--- config.mk ---
export PLATFORM = sky130hd
export DESIGN_NAME = reg_scoreboard
export DESIGN_NICKNAME = d
export VERILOG_FILES = /design/src/rtl/reg_scoreboard.sv
export SDC_FILE = /design/constraint.sdc
export NUM_CORES = 1
export LEC_CHECK = 0
export BUFFER_PORTS_ARGS = -buffer_cell sky130_fd_sc_hd__buf_4
export CORE_ASPECT_RATIO = 1.1
export CORE_MARGIN = 2
export CORE_UTILIZATION = 25
export DETAILED_ROUTE_END_ITERATION = 8
export GPL_TIMING_DRIVEN = 0
export PLACE_DENSITY = 0.39
export SLEW_MARGIN = 0
export SYNTH_ARGS = -nofsm -noshare
export SYNTH_HDL_FRONTEND = slang
export SYNTH_SLANG_ARGS = --single-unit
--- constraint.sdc ---
create_clock -name clk -period 7.73 [get_ports clk]
set_input_delay 1.9325 -clock clk [delete_from_list [all_inputs] [get_ports clk]]
set_output_delay 1.9325 -clock clk [all_outputs]
set_load 0.05 [all_outputs]
--- src/rtl/reg_scoreboard.sv ---
// reg_scoreboard: per-register in-flight writer counters that drive the decode stall
module reg_scoreboard #(
  parameter int NREG  = 32,
  parameter int CNT_W = 2
) (
  input  logic            clk,
  input  logic            rst,
  input  logic            issue_en,
  input  logic [4:0]      issue_rd,
  output logic            issue_rdy,
  input  logic            wb_en,
  input  logic [4:0]      wb_rd,
  input  logic            kill_en,
  input  logic [4:0]      kill_rd,
  input  logic [4:0]      rs_ID,
  input  logic [4:0]      rt_ID,
  output logic            stall_ID,
  output logic [NREG-1:0] pend_vec,
  output logic            err,
  output logic [31:0]     stall_cnt
);
  localparam logic [CNT_W-1:0] MAX = '1;
  logic [CNT_W-1:0] cnt [NREG];
  logic [CNT_W-1:0] nxt [NREG];
  logic [NREG-1:0] uf;
  logic signed [CNT_W+1:0] s;
  logic issue_ok, ovf, eff_rs, eff_rt;
  assign issue_rdy = (issue_rd == '0) || (cnt[issue_rd] != MAX);
  assign issue_ok = issue_en && issue_rdy && (issue_rd != '0);
  assign ovf = issue_en && !issue_rdy;
  assign eff_rs = (rs_ID != '0) && (cnt[rs_ID] > {{(CNT_W-1){1'b0}}, wb_en && (wb_rd == rs_ID)});
  assign eff_rt = (rt_ID != '0) && (cnt[rt_ID] > {{(CNT_W-1){1'b0}}, wb_en && (wb_rd == rt_ID)});
  assign stall_ID = eff_rs || eff_rt;
  // next counter per register with underflow clamped to zero; register 0 stays zero
  always_comb begin
    uf = '0;
    s = '0;
    for (int i = 0; i < NREG; i++) nxt[i] = '0;
    for (int i = 1; i < NREG; i++) begin
      s = {2'b00, cnt[i]} + (CNT_W+2)'(issue_ok && issue_rd == 5'(i))
        - (CNT_W+2)'(wb_en && wb_rd == 5'(i)) - (CNT_W+2)'(kill_en && kill_rd == 5'(i));
      uf[i] = s < 0;
      nxt[i] = uf[i] ? '0 : s[CNT_W-1:0];
    end
  end
  // pending view of the registered counters
  always_comb begin
    pend_vec = '0;
    for (int i = 1; i < NREG; i++) pend_vec[i] = cnt[i] != '0;
  end
  // counter, sticky error and stall statistics state
  always_ff @(posedge clk) begin
    if (rst) begin
      for (int i = 0; i < NREG; i++) cnt[i] <= '0;
      err <= 1'b0;
      stall_cnt <= '0;
    end else begin
      for (int i = 0; i < NREG; i++) cnt[i] <= nxt[i];
      err <= err || (|uf) || ovf;
      stall_cnt <= stall_cnt + 32'(stall_ID);
    end
  end
endmodule
==> key figures <==
Run status
  • Result of the run: finished clean

Logic synthesis
  • Proportion of synthesized chip area in sequential cells: 0.230
  • Count of mapped cells out of synthesis: 934
  • Number of nets produced by synthesis: 1092
  • Synthesis-stage register bit count: 95
  • Yosys synthesis warning count: 0
  • Predominant post-synthesis flop cell: dfxtp_1
  • Mapped cell area: 0.00826 mm²
  • Post-synthesis cell type count: between 50 and 60
  • Post-synth EDFFs: 0
  • Average footprint of a synthesized cell: a little under 9 µm²
  • Fraction of registers with async set/reset: 0

CTS
  • CTS clock-pin slew for the worst setup and hold paths: about 0.080 ns
  • Post-CTS setup repair buffer count: 0
  • CTS Root Cell: clkbuf_16
  • Clock network latency to the later pin of the worst-skew pair: between 0.3 and 0.4 ns
  • Number of CTS-inserted buffers: 9
  • Number of H-tree branching levels: 3
  • Max Buffers Root-to-Sink: 2
  • CTS tree: done
  • Cts hold-fix bufs: 0
  • Post-cts sizing count: 0
  • Clock sink total: 95

Pwr
  • LEAKAGE: about 4.6 nW
  • Cell Pwr Density: 130 mW/mm²
  • Pwr Total: 0.00127 W
  • Max VDD drop: 0.0964 mV

Setup path
  • Delay of the slowest cell on the worst path: ~0.66 ns
  • Crit path DAT: about 5.6 ns
  • Required time at the worst-slack endpoint: 5.80 ns
  • Classification of the worst setup path: in -> out
  • Bufs and invs on worst path: 4
  • Worst-path fanout max: 10
  • Worst path top cell family by delay: buffers and inverters
  • Critical Path Slowest Stage Cell: clkbuf_1
  • Critical-path cell list: buf_4 > buf_1 > clkbuf_1 > mux4_2 > mux4_2 > mux2i_1 > ha_1 > o21ai_0 > o22ai_1 > o22ai_1 > buf_4
  • CP Capture Type: primary output
  • Worst setup SP type: primary input

Routing
  • Via count of the routed design: between 6000 and 7000
  • DRC marker count from the first detailed-route iteration: about 520
  • Post-DRT Antenna Nets: 0
  • Routed wire length: 28300 µm
  • Average via count per standard cell: ~4.7
  • Number of remaining DRC errors: 0
  • Avg WL per Cell: 19.4 µm
  • First drt pass iteration count: 5

STA
  • Max-slew violations: 0
  • Worst slew margin relative to its limit: 0.312
  • Final count of hold timing violations: 0
  • Post-route fraction of the period consumed by the critical path: 0.970
  • Setup repair after global routing missed its margin: false
  • Highest clock rate: around 130 MHz
  • Number of failing setup endpoints in the final timing report: 0
  • Tightest Pin Transition: around 1 ns
  • Clock Skew: around 0.018 ns
  • Final period demand of the worst path: around 7.5 ns
  • Final-layout setup total negative slack: 0 ns

Final layout
  • Diodes inserted: 0
  • Most common cell after layout, fill and taps aside: inv_1
  • Final layout net count: approximately 1200
  • Post-Route Utilization: 0.300
  • Share of layout cells above drive strength 1: 0.191
  • Post-route standard cell area excluding fillers: around 0.0097 mm²
  • Highest-count cells in the layout ignoring fill and taps: 101 x inv_1, 97 x ha_1, 95 x dfxtp_1
  • Area delta synth->final: 17.7%

Floorplan
  • Placeable core region: ~0.032 mm²
  • Initial core utilization: 0.255
  • # IOs: just under 100
  • Chip Width: 177 µm
  • Overall die area: 0.0345 mm²
  • Vert. Die Dim: between 150 and 200 µm
  • Placement row count: 69

Global routing
  • Aggregate global routing overflow: 0
  • Number of global-route vias before repair: 6851
  • First-pass GRT wire length: 42800 µm
  • Largest net degree at the start of global routing: 18
  • Antenna violations before repair: 0
  • Tot GR Track Use: 0.169

Placed design
  • Routability cong.: roughly 0.88
  • Placed cell areas: 0.00943 mm²
  • Detailed-placement wirelength estimate: ~23000 µm
  • I/O Buffers: 84

Worst hold path
  • Worst Hold Class: reg -> reg

Flow run
  • Max Cap Viol: 0
## Yosys cell counts (all sizes together), types with 2 or more instances
| cell | instances | area share |
|---|---|---|
| mux2 | 7 | 0.0095 |
| nand3 | 16 | 0.0097 |
| mux4 | 44 | 0.12 |
| nor4 | 16 | 0.013 |
| o21ai | 12 | 0.0073 |
| ha | 97 | 0.15 |
| a21oi | 9 | 0.0055 |
| clkbuf | 30 | 0.014 |
| a221oi | 3 | 0.0032 |
| o31ai | 2 | 0.0018 |
| and2 | 66 | 0.050 |
| or2 | 31 | 0.023 |
| nand2 | 90 | 0.041 |
| inv | 101 | 0.046 |
| dfxtp | 95 | 0.23 |
| a21o | 3 | 0.0027 |
| nor2 | 76 | 0.035 |
| or4 | 2 | 0.0023 |
| nand4 | 6 | 0.0053 |
| o22ai | 4 | 0.0030 |
| and4 | 3 | 0.0032 |
| and3 | 5 | 0.0038 |
| nand2b | 16 | 0.012 |
| mux2i | 11 | 0.013 |
| nor3 | 39 | 0.024 |
| xor2 | 16 | 0.017 |
| or3 | 9 | 0.0071 |
| a22o | 2 | 0.0021 |
| nor2b | 45 | 0.034 |
| fa | 31 | 0.075 |
| a211oi | 3 | 0.0027 |
| buf | 16 | 0.0089 |
| xnor2 | 15 | 0.016 |
## power breakdown
group          internal (W)  total (W)  switching [W]
Sequential         0.000503   0.000523      0.0000200
Combinational      0.000101   0.000278       0.000177
Clock              0.000242   0.000466       0.000223
## registers in the layout, summed over array words and instances (netlist names)
name	count
err	1
stall_cnt	32
cnt	62
## path summary, 6_finish.rpt
path,end,cells after the start,slack [ns],startpoint
worst max-delay path,stall_ID,11,0.23,rt_ID[1]
worst min-delay path,stall_cnt[14],2,0.51,stall_cnt[14]
worst max register to register,stall_cnt[30],16,2.94,cnt[30][0]
worst min register to register,stall_cnt[14],2,0.51,stall_cnt[14]
## cell families after synthesis
kind of cell    Yosys count  share of synthesized area
simple gates            424                      0.267
buf+inv                 147                     0.0684
fa+ha+maj               128                      0.222
flops                    95                      0.230
mux                      62                      0.143
compound gates           46                     0.0366
xor+xnor                 31                     0.0329
other cells               1                   0.000454
## worst register-to-register path, stage by stage (launching register included)
cell      delay [ns]
dfxtp_1         0.39
mux4_2          0.49
mux4_2          0.50
mux2i_1         0.16
ha_1            0.25
nor2_1          0.09
a311oi_1        0.05
a22o_1          0.26
o22ai_1         0.31
ha_1            0.27
ha_1            0.21
nand2_1         0.13
or3_1           0.38
buf_2           0.17
or4_4           0.56
or3_1           0.36
a21oi_1         0.14
## per-layer routing
layer,vias up,GRT usage,share of wire
met1,3317,0.230,0.46
met5,-,0,0
met3,20,0.0366,0.067
met2,213,0.273,0.46
li1,3330,-,-
met4,0,0.0404,0.012
## per-stage QoR
stage               hold WS (ns)  cells  setup slack (ns)
global route               0.532   1460           0.00634
detailed placement         0.494   1444           0.00959
finish                     0.506   1460             0.230
floorplan                  0.593    934             0.487
global placement           0.495   1444            0.0203
CTS                        0.506   1460             0.121
## final cells by class
type                            count  area [µm²]
Multi-Input combinational cell    692        5800
Sequential cell                    95        1900
Timing Repair Buffer               84         631
Inverter                          101         379
Tap cell                          426         533
Buffer                             46         188
Clock buffer                       11         253
Fill cell                        3566       22700
Clock inverter                      5        47.5
Note: power is estimated with default switching activity, not from simulation.
